File: src/rtl/aline_scheduler_pkg.sv
// Shared definitions for the A-line acquisition scheduler.
// Holds the FSM state encoding, the state width and the A-line count limit,
// plus a helper that clamps the requested A-line count to what the config
// store can hold.
package aline_scheduler_pkg;

  localparam int unsigned STATE_W    = 4;
  localparam int unsigned MAX_ALINES = 16;

  typedef enum logic [STATE_W-1:0] {
    SCHED_IDLE    = 4'd0,
    SCHED_REQ     = 4'd1,
    SCHED_WAIT_HI = 4'd2,
    SCHED_WAIT_LO = 4'd3,
    SCHED_SETTLE  = 4'd4,
    SCHED_FIRE    = 4'd5,
    SCHED_ACQ     = 4'd6,
    SCHED_GAP     = 4'd7,
    SCHED_DONE    = 4'd8,
    SCHED_ERR     = 4'd9
  } sched_state_e;

  // Requests for more A-lines than are stored collapse to the full set.
  function automatic logic [4:0] clamp_alines(input logic [4:0] sel);
    if (sel > 5'(MAX_ALINES)) begin
      return 5'(MAX_ALINES);
    end
    return sel;
  endfunction

endpackage

File: src/rtl/aline_scheduler_sched_timer.sv
// Saturating cycle counter shared by the settle, timeout and PRI waits.
// Ports:
//   clk, rst   - clock and synchronous active-low reset
//   clr        - force the count to zero (highest priority)
//   load       - load load_val into the count
//   load_val   - value loaded when load is high
//   en         - count up by one; holds at all-ones instead of wrapping
//   term       - terminal value of the current wait
//   tc         - high once count >= term-1 (always high when term is 0)
module aline_scheduler_sched_timer #(
  parameter int unsigned CNT_W = 16
) (
  input  logic             clk,
  input  logic             rst,
  input  logic             clr,
  input  logic             load,
  input  logic [CNT_W-1:0] load_val,
  input  logic             en,
  input  logic [CNT_W-1:0] term,
  output logic             tc
);

  logic [CNT_W-1:0] count;

  always_ff @(posedge clk) begin
    if (!rst) begin
      count <= '0;
    end else if (clr) begin
      count <= '0;
    end else if (load) begin
      count <= load_val;
    end else if (en && (count != '1)) begin
      count <= count + CNT_W'(1);
    end
  end

  // A count of 0..term-1 spans exactly term cycles of the waiting state.
  assign tc = (term == '0) || (count >= (term - CNT_W'(1)));

endmodule

File: src/rtl/aline_scheduler.sv
// A-line acquisition scheduler. For each stored A-line it requests a delay
// readout from the config store, waits for the busy flag to rise and fall,
// lets the delay registers settle, fires the transmitter, waits for the
// acquisition and then holds off for the pulse repetition interval.
// Ports:
//   clk, rst          - clock and synchronous active-low reset
//   start             - one-cycle image request (dropped while configs load)
//   abort             - level; returns the scheduler to idle
//   intaking_configs  - config store is loading; also returns to idle
//   updating_delays   - config store delay-readout busy flag
//   aline_select      - number of A-lines in the image (clamped to 16)
//   channel_select    - enabled transmit channels, latched at start
//   acq_done          - acquisition of the current A-line finished
//   rd_en             - one-cycle delay-read request
//   which_aline       - A-line index being read and fired
//   fire              - one-cycle transmit strobe
//   fire_channels     - latched channel_select
//   busy              - image acquisition in progress
//   image_done        - one-cycle pulse after the last A-line
//   timeout_err       - sticky; set on a readout or acquisition timeout
module aline_scheduler
  import aline_scheduler_pkg::*;
#(
  parameter int unsigned SETTLE_CYCLES = 4,
  parameter int unsigned UPD_TIMEOUT   = 32,
  parameter int unsigned ACQ_TIMEOUT   = 50000,
  parameter int unsigned PRI_CYCLES    = 1000,
  parameter int unsigned CNT_W         = 16
) (
  input  logic       clk,
  input  logic       rst,
  input  logic       start,
  input  logic       abort,
  input  logic       intaking_configs,
  input  logic       updating_delays,
  input  logic [4:0] aline_select,
  input  logic [7:0] channel_select,
  input  logic       acq_done,
  output logic       rd_en,
  output logic [3:0] which_aline,
  output logic       fire,
  output logic [7:0] fire_channels,
  output logic       busy,
  output logic       image_done,
  output logic       timeout_err
);

  localparam logic [CNT_W-1:0] UPD_TERM    = CNT_W'(UPD_TIMEOUT);
  localparam logic [CNT_W-1:0] SETTLE_TERM = CNT_W'(SETTLE_CYCLES);
  localparam logic [CNT_W-1:0] ACQ_TERM    = CNT_W'(ACQ_TIMEOUT);
  localparam logic [CNT_W-1:0] PRI_TERM    = CNT_W'(PRI_CYCLES);

  sched_state_e     state;
  logic [4:0]       n_alines;
  logic [4:0]       n_sel;
  logic             last_aline;
  logic             override;
  logic [CNT_W-1:0] tmr_term;
  logic             tmr_clr;
  logic             tmr_en;
  logic             tmr_tc;

  assign n_sel      = clamp_alines(aline_select);
  assign last_aline = ({1'b0, which_aline} == (n_alines - 5'd1));
  assign override   = abort | intaking_configs;

  // The timer runs only in waiting states and is cleared on the cycle a wait
  // completes, so the next waiting state always starts from zero.
  always_comb begin
    tmr_term = '0;
    tmr_en   = 1'b0;
    tmr_clr  = 1'b1;
    case (state)
      SCHED_WAIT_HI: begin
        tmr_term = UPD_TERM;
        tmr_en   = 1'b1;
        tmr_clr  = updating_delays;
      end
      SCHED_WAIT_LO: begin
        tmr_term = UPD_TERM;
        tmr_en   = 1'b1;
        tmr_clr  = ~updating_delays;
      end
      SCHED_SETTLE: begin
        tmr_term = SETTLE_TERM;
        tmr_en   = 1'b1;
        tmr_clr  = tmr_tc;
      end
      SCHED_ACQ: begin
        tmr_term = ACQ_TERM;
        tmr_en   = 1'b1;
        tmr_clr  = acq_done;
      end
      SCHED_GAP: begin
        tmr_term = PRI_TERM;
        tmr_en   = 1'b1;
        tmr_clr  = tmr_tc;
      end
      default: begin
        tmr_term = '0;
        tmr_en   = 1'b0;
        tmr_clr  = 1'b1;
      end
    endcase
  end

  aline_scheduler_sched_timer #(
    .CNT_W(CNT_W)
  ) u_timer (
    .clk     (clk),
    .rst     (rst),
    .clr     (tmr_clr),
    .load    (1'b0),
    .load_val({CNT_W{1'b0}}),
    .en      (tmr_en),
    .term    (tmr_term),
    .tc      (tmr_tc)
  );

  // Strobes are raised on the edge that enters their state so they are high
  // for exactly the cycle spent in that state.
  always_ff @(posedge clk) begin
    if (!rst) begin
      state         <= SCHED_IDLE;
      n_alines      <= '0;
      rd_en         <= 1'b0;
      which_aline   <= '0;
      fire          <= 1'b0;
      fire_channels <= '0;
      busy          <= 1'b0;
      image_done    <= 1'b0;
      timeout_err   <= 1'b0;
    end else begin
      rd_en      <= 1'b0;
      fire       <= 1'b0;
      image_done <= 1'b0;
      if ((state != SCHED_IDLE) && override) begin
        // Beats every other transition, including acq_done in the same cycle.
        state       <= SCHED_IDLE;
        busy        <= 1'b0;
        which_aline <= '0;
      end else begin
        case (state)
          SCHED_IDLE: begin
            if (start && !intaking_configs) begin
              n_alines      <= n_sel;
              fire_channels <= channel_select;
              timeout_err   <= 1'b0;
              which_aline   <= '0;
              busy          <= 1'b1;
              if (n_sel == 5'd0) begin
                state <= SCHED_DONE;
              end else begin
                state <= SCHED_REQ;
                rd_en <= 1'b1;
              end
            end
          end
          SCHED_REQ: begin
            state <= SCHED_WAIT_HI;
          end
          SCHED_WAIT_HI: begin
            if (updating_delays) begin
              state <= SCHED_WAIT_LO;
            end else if (tmr_tc) begin
              state       <= SCHED_ERR;
              timeout_err <= 1'b1;
              busy        <= 1'b0;
            end
          end
          SCHED_WAIT_LO: begin
            if (!updating_delays) begin
              state <= SCHED_SETTLE;
            end else if (tmr_tc) begin
              state       <= SCHED_ERR;
              timeout_err <= 1'b1;
              busy        <= 1'b0;
            end
          end
          SCHED_SETTLE: begin
            if (tmr_tc) begin
              state <= SCHED_FIRE;
              fire  <= 1'b1;
            end
          end
          SCHED_FIRE: begin
            state <= SCHED_ACQ;
          end
          SCHED_ACQ: begin
            if (acq_done) begin
              state <= SCHED_GAP;
            end else if (tmr_tc) begin
              state       <= SCHED_ERR;
              timeout_err <= 1'b1;
              busy        <= 1'b0;
            end
          end
          SCHED_GAP: begin
            if (tmr_tc) begin
              if (last_aline) begin
                state <= SCHED_DONE;
              end else begin
                which_aline <= which_aline + 4'd1;
                state       <= SCHED_REQ;
                rd_en       <= 1'b1;
              end
            end
          end
          SCHED_DONE: begin
            image_done  <= 1'b1;
            busy        <= 1'b0;
            which_aline <= '0;
            state       <= SCHED_IDLE;
          end
          SCHED_ERR: begin
            busy        <= 1'b0;
            which_aline <= '0;
            state       <= SCHED_IDLE;
          end
          default: begin
            state <= SCHED_IDLE;
          end
        endcase
      end
    end
  end

endmodule

File: config.mk
export PLATFORM = sky130hd
export DESIGN_NAME = aline_scheduler
export DESIGN_NICKNAME = d
export VERILOG_FILES = /design/src/rtl/aline_scheduler_pkg.sv /design/src/rtl/aline_scheduler_sched_timer.sv /design/src/rtl/aline_scheduler.sv
export SDC_FILE = /design/constraint.sdc
export NUM_CORES = 1
export LEC_CHECK = 0
export CAP_MARGIN = 20
export CORE_MARGIN = 2
export CORE_UTILIZATION = 69
export CTS_CLUSTER_DIAMETER = 40
export CTS_CLUSTER_SIZE = 20
export DETAILED_ROUTE_END_ITERATION = 10
export DONT_BUFFER_PORTS = 1
export PLACE_DENSITY = 0.88
export SLEW_MARGIN = 20
export SYNTH_ARGS = -nofsm -noshare
export SYNTH_HDL_FRONTEND = slang
export SYNTH_SLANG_ARGS = --single-unit
File: constraint.sdc
create_clock -name clk -period 5.87 [get_ports clk]
set_input_delay 0.587 -clock clk [delete_from_list [all_inputs] [get_ports clk]]
set_output_delay 0.587 -clock clk [all_outputs]
set_load 0.02 [all_outputs]
==> summary.md <==
| Metric | Value |
|---|---|
| Outcome | complete, no violations |
| Required time worst endpoint | ~6000 ps |
| Setup Skew | 11.5 ps |
| Peak Freq | between 200 and 300 MHz |
| Seq. cell area | 841 µm² |
| CTS clk-pin slew, worst paths | approximately 80 ps |
| Syn avg cell area | 8.38 µm² |
| Reg2reg start | state[1] |
| Hold wc startpoint | channel_select[6] |
| Commonest cells in the netlist | 44 x nand2_1, 42 x dfxtp_1, 32 x a21oi_1 |
| Postcts setup bufs | 0 |
| Sequential share of power | 47.3% |
| Yosys cell types | 66 |
| CP endpoint kind | flop |
| Flop-to-flop setup slack | 2200 ps |
| Multiplexer share of the synthesized area | 2.54% |
| Gr usage total | 30.2% |
| Share of the synthesized area in the top cell type | 30.0% |
| Fin nets | between 300 and 400 |
| CTS Sinks | 42 |
| Main combinational cell family by area after synthesis | simple AND/OR/NAND/NOR gates |
| Row cnt | 23 |
| Mapped Nets | 374 |
| Synth Area in Compound Gates | 20.3% |
| Worst Hold End | fire_channels[6] |
| Post-Syn Instances | about 340 |
| Total chip power | 0.643 mW |
| Slowest stage delay, CP | between 500 and 600 ps |
| Die span in y | 67.8 µm |
| Largest net degree at the start of global routing | 19 |
| Adder-cell share of the synthesized area | 8.47% |
| Ys Warns | 0 |
| Placer Congestion | roughly 0.94 |
| Psw | 0.158 mW |
| I/O Pins | 37 |
| Worst-Skew Late Latency | 310 ps |
| I/O Buffers | 0 |
| EDFF count, synth | 0 |
| Ys flop type | dfxtp_1 |
| N_diodes | 0 |
| Post-synth ARST share | 0% |
| Final TNS setup | 0 ps |
| Count leader, synth | nand2_1 |
| Number of synthesized register bits | 42 |
| RR Endpoint | u_timer.count[2] |
| Power Internal | 0.485 mW |
| Maximum VDD drop | 0.153 mV |
| Post-Synth Simple-Gate Area | 27.7% |
| Max-slew violations | 0 |
| Final hold viol count | 0 |
| Initial antenna violation count | 0 |
| Post-CTS Hold Buffers | 0 |
| Post-CTS sizing | 0 |
| First-pass GRT wire length | about 10 mm |
| Hold Path Class | in -> reg |
| Leakage power | 1.07 nW |
| Crit share post-route | 62.5% |
| Crit Path Max Fanout | 16 |
| Critical Path AT | 3880 ps |
| Htree depth | 2 |
| Core footprint | 3940 µm² |
| Critical-path top delay cell | dfxtp_1 |
| Global route total overflow | 0 |
| Layout fillers | 256 |
| Switch share | between 20% and 30% |
| Crit-path most repeated cell | ha_1 |
| Post-DR vias/cell | between 6 and 7 |
| Clock Power Share | a little over two fifths |
| Die area | 4590 µm² |
| Max-cap violation count | 0 |
| Root buffer cell | clkbuf_8 |
| PwrDens | 220 nW/µm² |
| Worst reg2reg path depth | 14 |
| CTS tree | done |
| CP cell instances | and3b_1 -> inv_2 -> nor2_1 -> inv_2 -> ha_1 -> nand2_1 -> ha_1 -> inv_1 -> ha_1 -> o21ai_0 -> nor2_1 -> o31ai_4 -> a22oi_4 -> nor4_1 |
| Layout area overhead | 4.24% |
| Post-Route WL | 6.56 mm |
| Die Span X | 67.8 µm |
| Gate power share | a little under a tenth |
| Routed len/inst | ~17 µm |
| Iter 0 DRT Violations | approximately 280 |
| Antenna viol nets, final | 0 |
| DRC | 0 |
| Final worst setup slack | 2200 ps |
| Slew HR | 47.5% |
| Crit start category | flop |
| Multi-input gate area | 1820 µm² |
| Clock Path Buffers | 2 |
| Sequential fraction of the synthesis area | 30.0% |
| Synth area leaders | dfxtp_1 30%, ha_1 8.5%, nand2_1 5.9% |
| Post-synthesis xor/xnor area fraction | 5.93% |
| Routed vias | 2,574 |
| Synthesized cell area | between 2000 and 3000 µm² |
| Post-DP HPWL | around 4.6 mm |
| DP Worst Slack | 2320 ps |
| WS Path Type | reg -> reg |
| Largest area contributor in the netlist | dfxtp_1 |
| Transition time of the tightest slew-check pin | between 700 and 800 ps |
| RSZ-0062 raised after global routing | false |
| Setup violations, final | 0 |
| Starting Density | 71.2% |
| Share of cells above drive strength 1 | approximately a tenth |
| Drt pass-1 iters | 5 |
| TritonCTS Buffers | 5 |
| Vias in the first global route | 2,254 |
| Min Tclk post-route | 3670 ps |
| Hold path depth | 2 |
cell usage in the layout (no fill, tap or decap), types with 2 or more instances in the layout:
| cell type | instances |
|---|---|
| a2111oi_0 | 3 |
| a2111oi_2 | 3 |
| a211oi_1 | 6 |
| a21o_1 | 2 |
| a21oi_1 | 32 |
| a22oi_1 | 2 |
| a2bb2oi_1 | 2 |
| a31oi_1 | 3 |
| and2_1 | 4 |
| and3_1 | 4 |
| and4_1 | 3 |
| bufinv_16 | 2 |
| clkbuf_8 | 5 |
| dfxtp_1 | 42 |
| ha_1 | 19 |
| inv_1 | 13 |
| inv_2 | 3 |
| mux2i_1 | 6 |
| nand2_1 | 44 |
| nand2b_1 | 5 |
| nand3_1 | 9 |
| nand4_1 | 6 |
| nor2_1 | 17 |
| nor2b_1 | 3 |
| nor3_1 | 16 |
| nor3_2 | 3 |
| nor3b_1 | 5 |
| nor4_1 | 5 |
| o211ai_1 | 3 |
| o21a_1 | 2 |
| o21ai_0 | 2 |
| o221a_2 | 2 |
| or2_2 | 3 |
| or3_1 | 3 |
| or4_1 | 2 |
| xnor2_1 | 18 |
metrics by stage:
| stage | cells | hold slack [ps] | utilization [%] | cell area [µm²] |
|---|---|---|---|---|
| after floorplan | 335 | 463 | - | 2810 |
| after global placement | 372 | 474 | 70.7 | 2790 |
| after detailed placement | 372 | 486 | 70.7 | 2790 |
| after CTS | 380 | 403 | 74.2 | 2930 |
| after global routing | 380 | 402 | 74.2 | 2930 |
| final | 380 | 403 | 74.2 | 2930 |
worst max path at each step:
stage / startpoint / end / depth (start not counted)
after floorplan: state[2] / state[0] / 15
after global placement: state[3] / u_timer.count[2] / 15
after detailed placement: state[1] / u_timer.count[2] / 14
after CTS: state[1] / u_timer.count[2] / 14
after global routing: state[1] / u_timer.count[14] / 15
final: state[1] / u_timer.count[2] / 14
area by class of cell:
class	count	share of cell area, %
clock inverter	3	2.35
inverter	16	2.05
sequential	42	28.7
clock buffer	5	2.35
multi-input combinational	264	62.4
tap	50	2.14
registers in the layout, summed over array words and instances (netlist names):
signal	flops
state	4
image_done	1
u_timer.count	16
which_aline	4
fire_channels	8
fire	1
timeout_err	1
rd_en	1
n_alines	5
busy	1
critical path: cells and delay by family, from the launching register on:
kind	cells	cell delay, ps
simple gates	5	1090
fa+ha+maj	3	730
compound gates	3	850
flops	1	580
buf+inv	3	290
power groups by stage:
stage	clock, mW	combinational, mW	sequential, mW
3_3_place_gp	0	0.0562	0.311
6_report	0.279	0.0598	0.304
3_5_place_dp	0	0.0573	0.311
2_1_floorplan	0	0.0509	0.307
5_1_grt	0.287	0.0657	0.305
4_1_cts	0.278	0.0584	0.304
cell families after synthesis:
kind of cell	Yosys count
compound gates	77
flops	42
fa+ha+maj	19
mux	7
xor+xnor	19
simple gates	142
buf+inv	29
per-layer routing:
| metal | up-vias | wire length (µm) | GRT usage (%) | part of all wire, % |
|---|---|---|---|---|
| li1 | 1222 | - | - | - |
| met1 | 1172 | 2830 | 41.0 | 43 |
| met2 | 153 | 2880 | 44.1 | 44 |
| met3 | 27 | 627 | 9.00 | 9.6 |
| met4 | 0 | 216 | 13.5 | 3.3 |
| met5 | - | 0 | 0 | 0 |
(Power assumes the default switching activity.)
